--- src/rtl/addsub_acc_pipe_if.sv ---
// Handshake/operand bus for addsub_acc_pipe: input offer, registered result and flags.
interface addsub_acc_pipe_if #(
    parameter int unsigned WIDTH = 8
);
    logic             in_valid_i;
    logic             in_ready_o;
    logic [WIDTH-1:0] a_i;
    logic [WIDTH-1:0] b_i;
    logic [1:0]       op_i;
    logic             clr_i;
    logic             out_valid_o;
    logic             out_ready_i;
    logic [WIDTH-1:0] s_o;
    logic             c_o;
    logic             v_o;
    logic             z_o;
    logic             n_o;
    logic [WIDTH-1:0] acc_o;

    modport slave (
        input  in_valid_i, a_i, b_i, op_i, clr_i, out_ready_i,
        output in_ready_o, out_valid_o, s_o, c_o, v_o, z_o, n_o, acc_o
    );

    modport master (
        output in_valid_i, a_i, b_i, op_i, clr_i, out_ready_i,
        input  in_ready_o, out_valid_o, s_o, c_o, v_o, z_o, n_o, acc_o
    );
endinterface

--- src/rtl/addsub_acc_pipe.sv ---
// Registered add/subtract core with running accumulator, NZCV-style flags,
// optional unsigned saturation and a single valid/ready result stage.
module addsub_acc_pipe #(
    parameter int unsigned WIDTH  = 8,
    parameter bit          SAT_EN = 1'b0
) (
    input  logic             clk_i,
    input  logic             rst_ni,
    addsub_acc_pipe_if.slave bus
);
    localparam int unsigned RAW_W = WIDTH + 1;

    logic             in_ready_c;
    logic             accept_c;
    logic             sub_c;
    logic             carry_c;
    logic             ovf_c;
    logic [WIDTH-1:0] x_c;
    logic [WIDTH-1:0] res_c;
    logic [RAW_W-1:0] raw_c;

    logic             out_valid_q;
    logic [WIDTH-1:0] s_q;
    logic             c_q;
    logic             v_q;
    logic             z_q;
    logic             n_q;
    logic [WIDTH-1:0] acc_q;

    // Operand select, WIDTH+1 arithmetic, overflow and saturation
    always_comb begin
        in_ready_c = !out_valid_q || bus.out_ready_i;
        accept_c   = bus.in_valid_i && in_ready_c;
        sub_c      = bus.op_i[0];
        x_c        = bus.a_i;
        if (bus.op_i[1]) begin
            // a same-cycle clear takes effect before the accumulate op
            x_c = bus.clr_i ? '0 : acc_q;
        end
        raw_c   = sub_c ? (RAW_W'(x_c) - RAW_W'(bus.b_i))
                        : (RAW_W'(x_c) + RAW_W'(bus.b_i));
        carry_c = raw_c[WIDTH];
        if (sub_c) begin
            ovf_c = (x_c[WIDTH-1] != bus.b_i[WIDTH-1]) && (raw_c[WIDTH-1] != x_c[WIDTH-1]);
        end else begin
            ovf_c = (x_c[WIDTH-1] == bus.b_i[WIDTH-1]) && (raw_c[WIDTH-1] != x_c[WIDTH-1]);
        end
        res_c = raw_c[WIDTH-1:0];
        if (SAT_EN && carry_c) begin
            res_c = sub_c ? '0 : '1;
        end
    end

    // Result stage: load on accept, drop valid on consume-without-accept
    always_ff @(posedge clk_i or negedge rst_ni) begin
        if (!rst_ni) begin
            out_valid_q <= 1'b0;
            s_q         <= '0;
            c_q         <= 1'b0;
            v_q         <= 1'b0;
            z_q         <= 1'b0;
            n_q         <= 1'b0;
        end else if (accept_c) begin
            out_valid_q <= 1'b1;
            s_q         <= res_c;
            c_q         <= carry_c;
            v_q         <= ovf_c;
            z_q         <= (res_c == '0);
            n_q         <= res_c[WIDTH-1];
        end else if (bus.out_ready_i) begin
            out_valid_q <= 1'b0;
        end
    end

    // Accumulator: clear is independent of the handshake
    always_ff @(posedge clk_i or negedge rst_ni) begin
        if (!rst_ni) begin
            acc_q <= '0;
        end else if (accept_c && bus.op_i[1]) begin
            acc_q <= res_c;
        end else if (bus.clr_i) begin
            acc_q <= '0;
        end
    end

    assign bus.in_ready_o  = in_ready_c;
    assign bus.out_valid_o = out_valid_q;
    assign bus.s_o         = s_q;
    assign bus.c_o         = c_q;
    assign bus.v_o         = v_q;
    assign bus.z_o         = z_q;
    assign bus.n_o         = n_q;
    assign bus.acc_o       = acc_q;
endmodule
--- src/flat_wrapper.sv ---
// flat-port wrapper written by rule: the top's interface ports become plain ports
module addsub_acc_pipe_flat 
#(
    parameter int unsigned WIDTH  = 8,
    parameter bit          SAT_EN = 1'b0
)
  (clk_i, rst_ni, bus_in_valid_i, bus_a_i, bus_b_i, bus_op_i, bus_clr_i, bus_out_ready_i, bus_in_ready_o, bus_out_valid_o, bus_s_o, bus_c_o, bus_v_o, bus_z_o, bus_n_o, bus_acc_o);
  addsub_acc_pipe_if #(.WIDTH(WIDTH)) bus_i ();
  input  logic clk_i;
  input  logic rst_ni;
  input wire logic [$bits(bus_i.in_valid_i)-1:0] bus_in_valid_i;
  input wire logic [$bits(bus_i.a_i)-1:0] bus_a_i;
  input wire logic [$bits(bus_i.b_i)-1:0] bus_b_i;
  input wire logic [$bits(bus_i.op_i)-1:0] bus_op_i;
  input wire logic [$bits(bus_i.clr_i)-1:0] bus_clr_i;
  input wire logic [$bits(bus_i.out_ready_i)-1:0] bus_out_ready_i;
  output wire logic [$bits(bus_i.in_ready_o)-1:0] bus_in_ready_o;
  output wire logic [$bits(bus_i.out_valid_o)-1:0] bus_out_valid_o;
  output wire logic [$bits(bus_i.s_o)-1:0] bus_s_o;
  output wire logic [$bits(bus_i.c_o)-1:0] bus_c_o;
  output wire logic [$bits(bus_i.v_o)-1:0] bus_v_o;
  output wire logic [$bits(bus_i.z_o)-1:0] bus_z_o;
  output wire logic [$bits(bus_i.n_o)-1:0] bus_n_o;
  output wire logic [$bits(bus_i.acc_o)-1:0] bus_acc_o;
  assign bus_i.in_valid_i = bus_in_valid_i;
  assign bus_i.a_i = bus_a_i;
  assign bus_i.b_i = bus_b_i;
  assign bus_i.op_i = bus_op_i;
  assign bus_i.clr_i = bus_clr_i;
  assign bus_i.out_ready_i = bus_out_ready_i;
  assign bus_in_ready_o = bus_i.in_ready_o;
  assign bus_out_valid_o = bus_i.out_valid_o;
  assign bus_s_o = bus_i.s_o;
  assign bus_c_o = bus_i.c_o;
  assign bus_v_o = bus_i.v_o;
  assign bus_z_o = bus_i.z_o;
  assign bus_n_o = bus_i.n_o;
  assign bus_acc_o = bus_i.acc_o;
  addsub_acc_pipe #(.WIDTH(WIDTH), .SAT_EN(SAT_EN)) u_core (.clk_i(clk_i), .rst_ni(rst_ni), .bus(bus_i));
endmodule
--- config.mk ---
export PLATFORM = sky130hd
export DESIGN_NAME = addsub_acc_pipe_flat
export DESIGN_NICKNAME = d
export VERILOG_FILES = /design/src/rtl/addsub_acc_pipe_if.sv /design/src/rtl/addsub_acc_pipe.sv /design/src/flat_wrapper.sv
export SDC_FILE = /design/constraint.sdc
export NUM_CORES = 1
export LEC_CHECK = 0
export CAP_MARGIN = 5
export CORE_ASPECT_RATIO = 1.5
export CORE_MARGIN = 2
export CORE_UTILIZATION = 44
export DETAILED_ROUTE_END_ITERATION = 8
export PLACE_DENSITY = 0.86
export SETUP_SLACK_MARGIN = 0.05
export SYNTH_ARGS = -nofsm -noshare
export SYNTH_HDL_FRONTEND = slang
export SYNTH_SLANG_ARGS = --single-unit
--- constraint.sdc ---
create_clock -name clk_i -period 3.1 [get_ports clk_i]
set_input_delay 0.31 -clock clk_i [delete_from_list [all_inputs] [get_ports clk_i]]
set_output_delay 0.31 -clock clk_i [all_outputs]
set_load 0.02 [all_outputs]
==> flow_summary_export.csv, run 1 <==
group,metric,value,unit
min_path,hold_depth,2,
sta,slew_violations,0,
clock_tree,cts.sinks,20,
global_route,busiest_layer,"met2",
min_path,hold_end,"u_core.bus.s_o[4]",
synthesis,syn_nets,185,
setup_path,ff2ff_setup_slack,580,ps
sta,setup_tns,0,ps
pwr,p_leak,0.831,nW
detailed_routing,wirelength,2910,um
global_route,met2_usage,0.332,
synthesis,ys_top_cells_by_count,"dfrtp_1 (20), o21ai_0 (18), nand2_1 (14)",
detailed_routing,routed_via_density,5.17,
sta,max_slew_margin,0.432,
finish,syn_to_final_growth,39.2,%
finish,n_fill_cell,253,
detailed_routing,drtIter0Drc,21,
synthesis,async_flop_share,1.00,
global_route,grt_use_met1,0.197,
die,die_w,49.9,um
clock_tree,cts_max_level,1,
clock_tree,cts_hold_buf,0,
sta,setup_violations,0,
sta,worst-slew-pin-transition,849,ps
sta,skew,2.80,ps
global_route,grt_pass1_vias,1159,
placed_design,place_area,0.00188,sq mm
synthesis,netlist_instances,152,
clock_tree,cts_buffers,3,
detailed_routing,drt_pre_antenna_iters,4,
detailed_routing,antenna_left,0,
clock_tree,cts_buffer_depth,2,
synthesis,yosysUniqueCellTypes,34,
sta,post-route-period-util,0.888,
finish,insertedDiodeCount,0,
outcome,outcome,"finished clean",
clock_tree,root_buffer,"clkbuf_8",
global_route,grt_max_degree,22,
setup_path,cp_max_fo,5,
synthesis,netlist.area_leader.share,0.360,
clock_tree,cts_setup_buffers,0,
run,cap_violations,0,
global_route,grt-ovfl-total,0,
setup_path,r2r_start,"u_core.bus.acc_o[0]",
sta,final.min_clock_period,2750,ps
setup_path,start_kind,"input port",
clock_tree,clk_pin_slew_worst_paths,70,ps
setup_path,worstReg2RegEnd,"u_core.bus.z_o",
synthesis,synth.yosys.seq_area_share,0.360,
setup_path,r2r_cells,11,
synthesis,ys_top_cells_by_area,"dfrtp_1 (36%), ha_1 (8.1%), o21ai_0 (6.5%)",
die,rows,25,
synthesis,synth_edf_count,0,
detailed_routing,avgRoutedWirePerCell,12.3,um
die,dieArea,0.00363,sq mm
setup_path,crit_type,"in2reg",
placed_design,dp_hpwl,2460,um
setup_path,worstPathArrival,2890,ps
die,initial_core_util,0.448,
global_route,antenna_found_initial,0,
placed_design,gp_congestion,0.848,
placed_design,io_buffers,44,
die,die_h,72.8,um
detailed_routing,vias,1225,
global_route,grt_pass1_wl,4930,um
global_route,gr-usage-met3,0.00205,
finish,layout-drive-gt1-share,0.0914,
synthesis,synth-seq-cells,20,
synthesis,synth_flop_cell,"dfrtp_1",
finish,stdcell_area,0.00193,sq mm
setup_path,cp.required,3240,ps
sta,hold_viol,0,
die,io_pins,45,
detailed_routing,drc,0,
min_path,worstHoldPathType,"reg2reg",
finish,final_net_count,231,
sta,holdWs,475,ps
synthesis,netlist_area,0.00139,sq mm
synthesis,syn_area_per_cell,9.14,sq um
die,core,0.00310,sq mm
global_route,grt_usage,0.174,
setup_path,worstSetupEndpointType,"flop",
synthesis,synth_top_cell_by_area,"dfrtp_1",
pwr,p_per_area,522,mW/mm^2
pwr,ir_worst_vdd,0.264,mV
clock_tree,cts_tree,"done",
synthesis,ys_warn_count,0,
min_path,hp-start,"u_core.bus.s_o[4]",
finish,utilization,0.624,
clock_tree,cts-resized-gates,0,
sta,fmax,363,MHz
sta,grt_setup_unrepaired,"no",
clock_tree,clk_latency,250,ps
synthesis,yosysMostFrequentCell,"dfrtp_1",
## state kept, by name, indices dropped and copies added (netlist names)
name,count
u_core.bus.out_valid_o,1
u_core.bus.v_o,1
u_core.bus.acc_o,8
u_core.bus.z_o,1
u_core.bus.s_o,8
u_core.bus.c_o,1
## logic make-up (layout without fill, tap and decap cells)
family                     count (synthesis)  in the layout  synth area share
muxes                                      7              7            0.0550
adders and majority gates                 10             10            0.0955
DFF                                       20             20             0.360
and+or+nand+nor                           49             49             0.194
AOI/OAI and AO/OA                         38             38             0.166
buffers and inverters                     14             59            0.0414
xor gates and xnor gates                  14             14            0.0883
## cell usage in the layout, fill, tap and decap left out, drive strengths merged, types with 5 or more instances in the layout
master,instances
a21oi,9
clkdlybuf4s50,44
dfrtp,20
ha,9
inv,7
mux2,5
nand2,14
nand2b,6
nand3b,8
nor2,9
o21ai,22
xnor2,9
xor2,5
## layout make-up
cell class	count	area, sq um	share of cell area
Tap cell	40	50.0	0.0259
Multi-Input combinational cell	118	831	0.430
Sequential cell	20	500	0.259
Timing Repair Buffer	48	470	0.243
Inverter	7	26.3	0.0136
Clock buffer	4	55.1	0.0285
## per-layer routing
| metal | share of wire | up-vias |
|---|---|---|
| met1 | 0.42 | 574 |
| met5 | 0 | - |
| met2 | 0.54 | 30 |
| li1 | - | 619 |
| met4 | 0.012 | 0 |
| met3 | 0.025 | 2 |
## through the flow
stage,total power [mW],instances,worst slack [ps]
floorplan,0.621,152,640
global placement,0.812,233,149
detailed placement,0.824,233,83.1
CTS,1.02,237,347
global route,1.07,237,159
finish,1.01,237,348
## worst max-delay path, cell delays in order
cell and delay, ps:
clkdlybuf4s50_1 440, inv_1 70, ha_1 150, nand2b_1 90, nor4_1 190, nor2_1 80, xnor2_1 140, ha_1 350
a21oi_1 160, o21ai_1 100, a41oi_2 170, xor2_1 300, nor3_1 90, o31a_1 250
## how the worst max path moves through the flow
stage | startpoint | to | depth (start not counted)
after floorplan | bus_op_i[1] | u_core.bus.z_o | 11
after global placement | bus_b_i[0] | u_core.bus.v_o | 14
after detailed placement | bus_b_i[0] | u_core.bus.v_o | 14
after CTS | bus_b_i[0] | u_core.bus.v_o | 14
after global routing | bus_b_i[0] | u_core.bus.v_o | 14
final | bus_b_i[0] | u_core.bus.v_o | 14
## where the power goes
| group | switching [mW] | total [mW] | internal [mW] |
|---|---|---|---|
| sequential | 0.0316 | 0.346 | 0.314 |
| combinational | 0.239 | 0.470 | 0.231 |
| clock | 0.0802 | 0.193 | 0.113 |
Note: power is estimated with default switching activity, not from simulation.
==> run 2: changes to the inputs <==
- CORE_UTILIZATION: 44 -> 46
- GPL_TIMING_DRIVEN: unset -> 1
- PLACE_DENSITY: 0.86 -> 0.89
==> run 2 against run 1 <==
Against the previous run: core utilization rose by 4.3 points; combinational power barely moved; critical path depth fell by 3; first-iteration DRC count rose to 2.5 times the previous value; routed wire length rose by 17%; clock skew rose by 3.8 ps; non-clock buffer count fell by 1; clock power barely moved; register-to-register slack got worse by 170 ps; via count rose by 6.0%; largest power group unchanged.
==> flow_summary_export.csv, run 2 (same netlist as run 1, synthesis figures left out) <==
group,metric,value,unit
sta,final.min_clock_period,2880,ps
placed_design,dp_hpwl,2750,um
finish,utilization,0.668,
setup_path,worstPathArrival,3060,ps
sta,worst-slew-pin-transition,864,ps
setup_path,cpPeakStageDelay,570,ps
setup_path,worstPathCellList,"clkdlybuf4s50_1, mux2i_1, ha_1, inv_1, fa_1, a21o_1, a21oi_2, o21ai_2, xnor2_1, and4_1, a32o_1",
finish,multi_input_area,831,sq um
finish,ff_latch_area,500,sq um
setup_path,cp_max_fo,4,
clock_tree,cts_buffers,3,
pwr,p_leak,0.826,nW
die,initial_core_util,0.482,
clock_tree,cts_setup_buffers,0,
detailed_routing,drtIter0Drc,53,
clock_tree,cts_buffer_depth,2,
finish,syn_to_final_growth,38.6,%
finish,n_fill_cell,232,
detailed_routing,drc,0,
finish,layout-drive-gt1-share,0.0867,
clock_tree,root_buffer,"clkbuf_8",
sta,max_slew_margin,0.422,
sta,timing.final.ws_setup,222,ps
die,die_h,71.3,um
run,cap_violations,0,
detailed_routing,avgRoutedWirePerCell,14.5,um
detailed_routing,drt_pre_antenna_iters,4,
pwr,clkPwrFrac,0.191,
setup_path,path_delay_family,"compound AO/OA/AOI/OAI gates",
detailed_routing,routed_via_density,5.53,
finish,final_net_count,230,
detailed_routing,wirelength,3400,um
sta,slew_violations,0,
setup_path,crit_type,"in2reg",
global_route,antenna_found_initial,0,
pwr,switching_share,0.356,
sta,setup_tns,0,ps
min_path,worstHoldPathType,"reg2reg",
pwr,netSwitchingPower,0.360,mW
clock_tree,cts_hold_buf,0,
global_route,grt-ovfl-total,0,
placed_design,io_buffers,44,
sta,setup_violations,0,
finish,stdcell_area,0.00192,sq mm
finish,mostFrequentLayoutCells,"clkdlybuf4s50_1 (44), dfrtp_1 (20), o21ai_0 (18), nand2_1 (14)",
global_route,grt_pass1_wl,5460,um
finish,insertedDiodeCount,0,
setup_path,cpMaxStageDelayCell,"clkdlybuf4s50_1",
clock_tree,clk_latency,250,ps
clock_tree,cts.sinks,20,
die,dieArea,0.00348,sq mm
global_route,grt_max_degree,22,
sta,fmax,348,MHz
detailed_routing,antenna_left,0,
clock_tree,cts_max_level,1,
outcome,outcome,"finished clean",
die,rows,24,
sta,skew,6.56,ps
pwr,p_per_area,526,mW/mm^2
placed_design,place_area,0.00187,sq mm
die,die_w,48.9,um
setup_path,path_buf_inv,2,
sta,holdWs,481,ps
sta,grt_setup_unrepaired,"no",
sta,hold_viol,0,
finish,layout_commonest_cell,"clkdlybuf4s50_1",
pwr,seq_power_share,0.341,
placed_design,pre_cts_ws,21.6,ps
global_route,grt_usage,0.200,
global_route,grt_pass1_vias,1279,
die,io_pins,45,
pwr,p_int,0.652,mW
sta,post-route-period-util,0.928,
setup_path,cp.required,3280,ps
detailed_routing,vias,1299,
pwr,ir_worst_vdd,0.256,mV
placed_design,gp_congestion,0.826,
setup_path,start_kind,"input port",
pwr,p_comb_frac,0.468,
clock_tree,cts_tree,"done",
die,core,0.00288,sq mm
clock_tree,clk_pin_slew_worst_paths,80,ps
clock_tree,cts-resized-gates,0,
setup_path,worstSetupEndpointType,"flop",
## run 2: through the flow
step                      instances  total power, mW
final                           235             1.01
after global routing            235             1.06
after CTS                       235             1.02
after detailed placement        231            0.821
after global placement          231            0.804
after floorplan                 152            0.621
## run 2: worst paths after layout
kind | from | to | slack [ps] | depth (start not counted)
min in group asynchronous | rst_ni | u_core.bus.out_valid_o | 540 | 1
setup / recovery | bus_op_i[1] | u_core.bus.z_o | 220 | 11
setup reg to reg | u_core.bus.acc_o[0] | u_core.bus.z_o | 410 | 11
max in group asynchronous | rst_ni | u_core.bus.z_o | 2020 | 1
hold reg to reg | u_core.bus.s_o[2] | u_core.bus.s_o[2] | 480 | 2
hold / removal | u_core.bus.s_o[2] | u_core.bus.s_o[2] | 480 | 2
## run 2: power by group through the flow
stage          Combinational, mW  Sequential (mW)  Clock (mW)
3_3_place_gp               0.456            0.348           0
5_1_grt                    0.508            0.352       0.203
6_report                   0.473            0.345       0.194
2_1_floorplan              0.206            0.415           0
4_1_cts                    0.473            0.346       0.197
3_5_place_dp               0.470            0.351           0
## run 2: tightest hold or removal path, stage by stage, from the launching register on
cell,delay (ps)
dfrtp_1,340
nand2_1,50
o21ai_0,60
## run 2: area by class of cell
class                   count  area share
multi-input cells         118       0.432
flip-flops and latches     20       0.260
repair buffers             47       0.241
clock buffers               4      0.0286
well taps                  39      0.0254
inverters                   7      0.0137
## run 2: per-layer routing
layer / global-route usage / up-vias / part of all wire
li1: - / 614 / -
met1: 0.199 / 622 / 0.37
met2: 0.403 / 55 / 0.56
met3: 0.0146 / 8 / 0.041
met4: 0.105 / 0 / 0.030
met5: 0 / - / 0
